`config.mk`:
```
export PLATFORM = sky130hd
export DESIGN_NAME = module_teclado_scan
export DESIGN_NICKNAME = d
export VERILOG_FILES = /design/src/rtl/module_teclado_scan.sv
export SDC_FILE = /design/constraint.sdc
export NUM_CORES = 1
export LEC_CHECK = 0
export ABC_CLOCK_PERIOD_IN_PS = 3560
export BUFFER_PORTS_ARGS = -buffer_cell sky130_fd_sc_hd__buf_2
export CAP_MARGIN = 20
export CORE_ASPECT_RATIO = 1.2
export CORE_MARGIN = 2
export CORE_UTILIZATION = 50
export DETAILED_ROUTE_END_ITERATION = 12
export PLACE_DENSITY = 0.66
export SKIP_LAST_GASP = 1
export SLEW_MARGIN = 40
export SYNTH_ARGS = -nofsm -noshare
export SYNTH_HDL_FRONTEND = slang
export SYNTH_SLANG_ARGS = --single-unit
```
`constraint.sdc`:
```
create_clock -name clk_10Mhz_i -period 3.56 [get_ports clk_10Mhz_i]
set_input_delay 0.712 -clock clk_10Mhz_i [delete_from_list [all_inputs] [get_ports clk_10Mhz_i]]
set_output_delay 0.712 -clock clk_10Mhz_i [all_outputs]
set_load 0.01 [all_outputs]
```
`src/rtl/module_teclado_scan.sv`:
```
// rtl/module_teclado_scan.sv - 4x4 keypad scanner with press/release debounce
// One column driven low per scan tick; emits one code and a 1-cycle valid per accepted press.
module module_teclado_scan #(
    parameter int COUNT_SCAN     = 10_000,
    parameter int BITS_SCAN      = 14,
    parameter int DEBOUNCE_SCANS = 4,
    parameter int BITS_DEB       = 3
) (
    input  logic       clk_10Mhz_i,
    input  logic       reset_i,
    input  logic [3:0] fila_i,
    output logic [3:0] columna_o,
    output logic [3:0] tecla_o,
    output logic       tecla_valid_o,
    output logic       tecla_pressed_o
);

    localparam logic [1:0] ST_SCAN     = 2'd0;
    localparam logic [1:0] ST_DEBOUNCE = 2'd1;
    localparam logic [1:0] ST_HELD     = 2'd2;
    localparam logic [1:0] ST_RELEASE  = 2'd3;

    logic [3:0]           fila_s1_q, fila_s2_q;
    logic [BITS_SCAN-1:0] cnt_q, cnt_d;
    logic [1:0]           state_q, state_d;
    logic [1:0]           col_idx_q, col_idx_d;
    logic [1:0]           row_idx_q, row_idx_d;
    logic [BITS_DEB-1:0]  deb_cnt_q, deb_cnt_d;
    logic [3:0]           columna_q, columna_d;
    logic [3:0]           tecla_q, tecla_d;
    logic                 valid_q, valid_d;
    logic                 pressed_q, pressed_d;

    logic                 tick;
    logic                 any_low;
    logic                 row_low;
    logic [1:0]           row_first;
    logic [BITS_DEB-1:0]  deb_inc;
    logic                 deb_done;

    assign tick     = (cnt_q == BITS_SCAN'(COUNT_SCAN - 1));
    assign any_low  = (fila_s2_q != 4'hF);
    assign row_low  = ~fila_s2_q[row_idx_q];
    assign deb_inc  = (deb_cnt_q == '1) ? deb_cnt_q : deb_cnt_q + 1'b1;
    assign deb_done = (deb_inc == BITS_DEB'(DEBOUNCE_SCANS));

    // Lowest-numbered active row wins when several are low together.
    always_comb begin
        row_first = 2'd3;
        if (!fila_s2_q[2]) row_first = 2'd2;
        if (!fila_s2_q[1]) row_first = 2'd1;
        if (!fila_s2_q[0]) row_first = 2'd0;
    end

    always_comb begin
        cnt_d     = tick ? '0 : cnt_q + 1'b1;
        state_d   = state_q;
        col_idx_d = col_idx_q;
        row_idx_d = row_idx_q;
        deb_cnt_d = deb_cnt_q;
        tecla_d   = tecla_q;
        valid_d   = 1'b0;
        pressed_d = pressed_q;
        if (tick) begin
            case (state_q)
                ST_SCAN: begin
                    if (any_low) begin
                        row_idx_d = row_first;
                        deb_cnt_d = BITS_DEB'(1);
                        state_d   = ST_DEBOUNCE;
                    end else begin
                        col_idx_d = col_idx_q + 2'd1;
                    end
                end
                ST_DEBOUNCE: begin
                    if (row_low) begin
                        deb_cnt_d = deb_inc;
                        if (deb_done) begin
                            tecla_d   = {row_idx_q, col_idx_q};
                            valid_d   = 1'b1;
                            pressed_d = 1'b1;
                            state_d   = ST_HELD;
                        end
                    end else begin
                        col_idx_d = col_idx_q + 2'd1;
                        state_d   = ST_SCAN;
                    end
                end
                ST_HELD: begin
                    if (!row_low) begin
                        deb_cnt_d = BITS_DEB'(1);
                        state_d   = ST_RELEASE;
                    end
                end
                default: begin
                    if (!row_low) begin
                        deb_cnt_d = deb_inc;
                        if (deb_done) begin
                            pressed_d = 1'b0;
                            col_idx_d = col_idx_q + 2'd1;
                            state_d   = ST_SCAN;
                        end
                    end else begin
                        deb_cnt_d = '0;
                        state_d   = ST_HELD;
                    end
                end
            endcase
        end
        columna_d = ~(4'b0001 << col_idx_d);
    end

    always_ff @(posedge clk_10Mhz_i or negedge reset_i) begin
        if (!reset_i) begin
            fila_s1_q <= 4'hF;
            fila_s2_q <= 4'hF;
            cnt_q     <= '0;
            state_q   <= ST_SCAN;
            col_idx_q <= 2'd0;
            row_idx_q <= 2'd0;
            deb_cnt_q <= '0;
            columna_q <= 4'b1110;
            tecla_q   <= 4'h0;
            valid_q   <= 1'b0;
            pressed_q <= 1'b0;
        end else begin
            fila_s1_q <= fila_i;
            fila_s2_q <= fila_s1_q;
            cnt_q     <= cnt_d;
            state_q   <= state_d;
            col_idx_q <= col_idx_d;
            row_idx_q <= row_idx_d;
            deb_cnt_q <= deb_cnt_d;
            columna_q <= columna_d;
            tecla_q   <= tecla_d;
            valid_q   <= valid_d;
            pressed_q <= pressed_d;
        end
    end

    assign columna_o       = columna_q;
    assign tecla_o         = tecla_q;
    assign tecla_valid_o   = valid_q;
    assign tecla_pressed_o = pressed_q;

endmodule

```
; ---- After elaboration in Yosys (flattened, before gate mapping)
; Cells that the tools add are included.
[op_classes]
n_reduce_logical = 8
addsub = 3
n_lt_le_gt_ge = 1
muxes = 34
eq_ne = 11
bitwise = 3
shift = 1
[op_table]
columns = cell, n
row1 = 2-bit two-way mux, 13
row2 = 3-bit two-way mux, 5
row3 = 14-bit by 1-bit adder with 14-bit output (second input constant), 1
row4 = 14-bit equality test (second input constant), 1
row5 = 14-bit two-way mux, 1
row6 = 2-bit case mux with 3 select lines, 2
row7 = 1-bit two-way mux, 10
row8 = 5-bit AND reduction, 2
row9 = 3-bit case mux with 3 select lines, 1
row10 = 4-bit AND reduction, 2
row11 = 3-bit equality test (second input constant), 2
row12 = 2-bit != test (second input constant), 3
row13 = 5-bit by 2-bit != test with 1-bit output (second input constant), 1
row14 = 4-bit != test (second input constant), 1
row15 = 4-bit inverter, 1
row16 = 1-bit by 2-bit << shifter with 4-bit output (first input constant), 1
row17 = 3-bit by 1-bit adder with 3-bit output (second input constant), 1
row18 = 2-bit by 3-bit < comparator with 1-bit output (second input constant), 1
row19 = 3-bit != test (second input constant), 1
row20 = 3-bit AND reduction, 1
row21 = 2-bit by 1-bit adder with 2-bit output (second input constant), 1
row22 = 1-bit binary-select mux with 2-bit select, 1
row23 = 2-bit by 1-bit equality test with 1-bit output (second input constant), 1
row24 = 2-bit equality test (second input constant), 1
row25 = other kinds (5), 6
[word_totals]
in_bits = 6
output_inout_bits = 10
regBits = 41
elab_cells = 72

; ---- Longest topological paths before layout
[logic_depth]
word_depth = 9
mapped_depth = 7
depth_no_buf = 7

; ---- Worst setup path after synthesis
; OpenSTA, ideal clock, no wires.
[synth_path]
path_kind = register to register
startpoint = register deb_cnt_q[0]
endpoint = register columna_q[3], in the netlist columna_o[3]
setup_time_ns = 0.088
slack_ns = 1.468
arrival_time_ns = 2.003
stages_incl_launch_ff = 7
required_ns = 3.472
path_buffers = 0
synth_period_minus_slack_ns = 2.092
path_cell_list = dfrtp_1 -> ha_1 -> and4bb_2 -> o31ai_1 -> a2111oi_1 -> a211o_1 -> or3b_1
[synth_between]
elab_chain_len = 9
word_cells_on_any_way = 10
classes_between = 1 x add/sub / 2 x eq/ne / 1 x shift / 5 x mux / 1 x bitwise
[synth_rtl]
columns = element, line
row1 = "start, declared", 28  ; logic [BITS_DEB-1:0] deb_cnt_q, deb_cnt_d;
row2 = "start signal, assigned", 133  ; deb_cnt_q <= deb_cnt_d;
row3 = 3-bit by 1-bit adder with 3-bit output or 3-bit equality test (tied branches), 44  ; assign deb_inc = (deb_cnt_q == '1) ? deb_cnt_q : deb_cnt_q + 1'b1;
row4 = 3-bit two-way mux *, 44
row5 = 3-bit equality test *, 45  ; assign deb_done = (deb_inc == BITS_DEB'(DEBOUNCE_SCANS));
row6 = 2-bit two-way mux *, 98  ; if (deb_done) begin
row7 = 2-bit two-way mux *, 96  ; if (!row_low) begin
row8 = 2-bit case mux with 3 select lines *, 65  ; case (state_q)
row9 = 2-bit two-way mux *, 64  ; if (tick) begin
row10 = named net col_idx_d[1], 26  ; logic [1:0] col_idx_q, col_idx_d;
row11 = 1-bit by 2-bit << shifter with 4-bit output *, 110  ; columna_d = ~(4'b0001 << col_idx_d);
row12 = 4-bit inverter *, 110
row13 = named net columna_d[3], 29  ; logic [3:0] columna_q, columna_d;
row14 = "end signal, assigned", 134  ; columna_q <= columna_d;
row15 = "end, declared", 29
; Mark *: on every way through the listed nets, which the timed path passes. The rest lies on a longest branch.
; A chain may end at the register's enable or synchronous reset.

; ---- Final worst setup path
; Ends and elaborated chain as after synthesis.

==> summary.txt <==
Outcome
  • Status: complete, no violations

Timing
  • WHS: 354 ps
  • RSZ-0062 raised after global routing: no
  • Slew headroom: 0.588
  • Max Fclk: between 400 and 500 MHz
  • Max Slew Vio Count: 0
  • TNS Setup: 0 ps
  • Period minus WS final: 2300 ps
  • Clk_skew: between 10 and 15 ps
  • Measured slew at the worst slew-check pin: just over 600 ps
  • Fin. Hold Viols: 0
  • Crit share post-route: 0.645
  • Final Setup Violations: 0

Setup path
  • CP Capture Type: flop
  • Type of origin of the critical path: flop
  • CP Launch Point: deb_cnt_q[0]$_DFFE_PN0P_
  • Crit path required time: between 3000 and 4000 ps
  • Worst r2r src: deb_cnt_q[0]$_DFFE_PN0P_
  • Data arrival, critical path: 2530 ps
  • R2r setup slk: around 1300 ps
  • Worst reg2reg path endpoint: columna_o[3]$_DFF_PN1_
  • Crit Path Max Fanout: 6
  • Setup CP Type: flop to flop
  • R2R depth: 6

Floorplanning
  • Die height: approximately 73 µm
  • IO Pins: 16
  • Core ar.: slightly below 0.004 mm²
  • Die Wd: approximately 61 µm
  • Initial Utilization: 0.510
  • Die ar.: around 0.0045 mm²
  • FP Rows: 25

Logic synthesis
  • Cell type with the largest total area after synthesis: dfrtp_1
  • Gate Count Post-Synth: between 150 and 200
  • Syn nets: roughly 180
  • Post-synth top area share: 0.380
  • Asr flop ratio synth: 1.00
  • Yosys Warn Count: 0
  • Yosys reg bits: 41
  • Post-Syn Area: 0.00198 mm²
  • Synthesized area per cell: 11.7 µm²
  • Ys flop type: dfrtp_1
  • Dominant cells by area after synthesis: dfrtp_1 38%, dfstp_2 15%, ha_1 3.8%, nor2_1 3.4%, xor2_1 3.1%
  • Netlist cell types: 51
  • Post-synth EDFFs: 0
  • Sequential cell area fraction in the yosys report: 0.526

Clock network
  • Clock sinks: 41
  • Worst skew pair latency: ~300 ps
  • CTS tree: built
  • CTS clk-pin slew, worst paths: about 90 ps
  • H-Tree Level Count: 2
  • Clock buffer depth: 2
  • Root buf cell: clkbuf_8
  • Setup bufs post-CTS: 0
  • Post_cts resized: 0
  • # hold bufs at CTS: 0
  • TritonCTS Buffers: 5

Global routing
  • Antenna violations before repair: 0
  • Total GRT Usage: 0.166
  • First-pass GRT wire length: roughly 5.4 mm
  • Vias in the first global route: approximately 1300
  • Remaining Overflow, GRT: 0
  • Largest net degree at the start of global routing: 42

Worst hold path
  • Worst hold start: fila_s1_q[0]$_DFF_PN1_
  • Hold Path Class: flop to flop
  • Worst Hold Path Cells: 0
  • Endpoint, Worst Hold: fila_s2_q[0]$_DFF_PN1_

Finish
  • Final antenna diode count: 0
  • Register Area: 0.00104 mm²
  • NumNets Final: between 150 and 200
  • Area of the multi-input gates: ~880 µm²
  • Share of layout cells above drive strength 1: 0.271
  • FILL cells: 351
  • P&R area growth vs syn: 11.0%

Pwr
  • P per Cell Area: between 300 and 400 mW/mm²
  • Pleak: between 0.001 and 0.0015 µW
  • VDD IR-drop max: between 200 and 250 µV

Placed design
  • I/O Buffers: 15
  • Routability cong.: between 0.7 and 0.8
  • Post-DP HPWL: roughly 2.4 mm

Drt
  • Via count: 1331
  • Final wirelength: 3.36 mm
  • DR vias/cell: between 5 and 6
  • Pre-antenna DRT Iters: 4
  • Drt first-iter violations: roughly 70
  • Routed len/inst: approximately 14 µm
  • Remaining antenna violation count: 0
  • # DRC: 0

Flow run
  • MaxCap Viol Count: 0
==> worst max path at each step <==
stage	endpoint
3_3_place_gp	columna_o[1]$_DFF_PN1_
2_1_floorplan	columna_o[3]$_DFF_PN1_
5_1_grt	columna_o[3]$_DFF_PN1_
6_report	columna_o[3]$_DFF_PN1_
4_1_cts	columna_o[3]$_DFF_PN1_
3_5_place_dp	columna_o[3]$_DFF_PN1_
==> per-stage QoR <==
| step | power [µW] | cell area [µm²] | setup WS [ps] | cells | util |
|---|---|---|---|---|---|
| after floorplan | 491 | 1980 | 1470 | 169 | - |
| after global placement | 502 | 2100 | 1370 | 234 | 0.540 |
| after detailed placement | 503 | 2100 | 1270 | 234 | 0.540 |
| after CTS | 821 | 2190 | 1250 | 242 | 0.565 |
| after global routing | 842 | 2190 | 1160 | 242 | 0.566 |
| final | 812 | 2190 | 1260 | 242 | 0.566 |
==> power by group <==
group | internal (µW) | switching (µW)
combinational | 5.28 | 12.6
sequential | 474 | 2.34
clock | 157 | 161
==> synthesized netlist by cell type, types with 3 or more instances <==
cell,instances
a21oi_1,3
and3_1,3
and4bb_2,3
dfrtp_1,30
dfstp_2,11
ha_1,6
inv_1,8
mux2_2,4
nand2_1,7
nand3_1,5
nand4_1,4
nor2_1,18
nor3_1,5
o21ai_0,5
xnor2_1,5
xor2_1,7
==> state kept, by name (all words and copies together), names as in the netlist, named ones only <==
| name | count |
|---|---|
| row_idx_q | 2 |
| columna_o | 4 |
| deb_cnt_q | 3 |
| tecla_o | 4 |
| cnt_q | 14 |
| state_q | 1 |
| tecla_valid_o | 1 |
| fila_s2_q | 4 |
| col_idx_q | 2 |
| tecla_pressed_o | 1 |
| fila_s1_q | 4 |
==> layout make-up <==
cell class / count / share of cell area
Inverter: 8 / 0.0137
Clock inverter: 2 / 0.00627
Sequential cell: 41 / 0.474
Clock buffer: 6 / 0.0376
Tap cell: 54 / 0.0308
Timing Repair Buffer: 15 / 0.0353
Multi-Input combinational cell: 116 / 0.403
==> worst max-delay path, stage by stage (launching register included) <==
cell and delay, ps:
dfrtp_1 440, ha_1 340, and4bb_2 340, o31ai_1 100, a2111oi_1 430, a211o_1 210
or3b_1 360
==> placed cells by master, fill, tap and decap left out, types with 2 or more instances in the layout <==
| cell | count |
|---|---|
| dfrtp_1 | 30 |
| nor2_1 | 18 |
| buf_2 | 14 |
| dfstp_2 | 11 |
| inv_1 | 8 |
| nand2_1 | 7 |
| xor2_1 | 7 |
| ha_1 | 6 |
| clkbuf_8 | 6 |
| nand3_1 | 5 |
| o21ai_0 | 5 |
| nor3_1 | 5 |
| xnor2_1 | 5 |
| nand4_1 | 4 |
| mux2_2 | 4 |
| and4bb_2 | 3 |
| and3_1 | 3 |
| a21oi_1 | 3 |
| nor4b_2 | 2 |
| a221oi_2 | 2 |
| o21a_1 | 2 |
| and2_1 | 2 |
| nor2b_1 | 2 |
| nand2b_1 | 2 |
| a211o_1 | 2 |
| mux2i_1 | 2 |
| a22o_1 | 2 |
| a31oi_1 | 2 |
==> routing by layer <==
| layer | track usage | share of wire | up-vias |
|---|---|---|---|
| met2 | 0.283 | 0.52 | 17 |
| met1 | 0.186 | 0.43 | 661 |
| met5 | 0 | 0 | - |
| met3 | 0.0372 | 0.022 | 10 |
| met4 | 0.0946 | 0.031 | 0 |
| li1 | - | - | 643 |
==> logic make-up (layout without fill, tap and decap cells) <==
logic type,Yosys count,count (layout),share of synthesized area
AND/OR/NAND/NOR,64,64,0.203
flip-flops,41,41,0.526
AO/OA/AOI/OAI,27,27,0.108
XOR/XNOR,12,12,0.0532
buffers and inverters,12,31,0.0272
multiplexers,7,7,0.0443
adder cells (fa/ha/maj),6,6,0.0380
(Power assumes the default switching activity.)
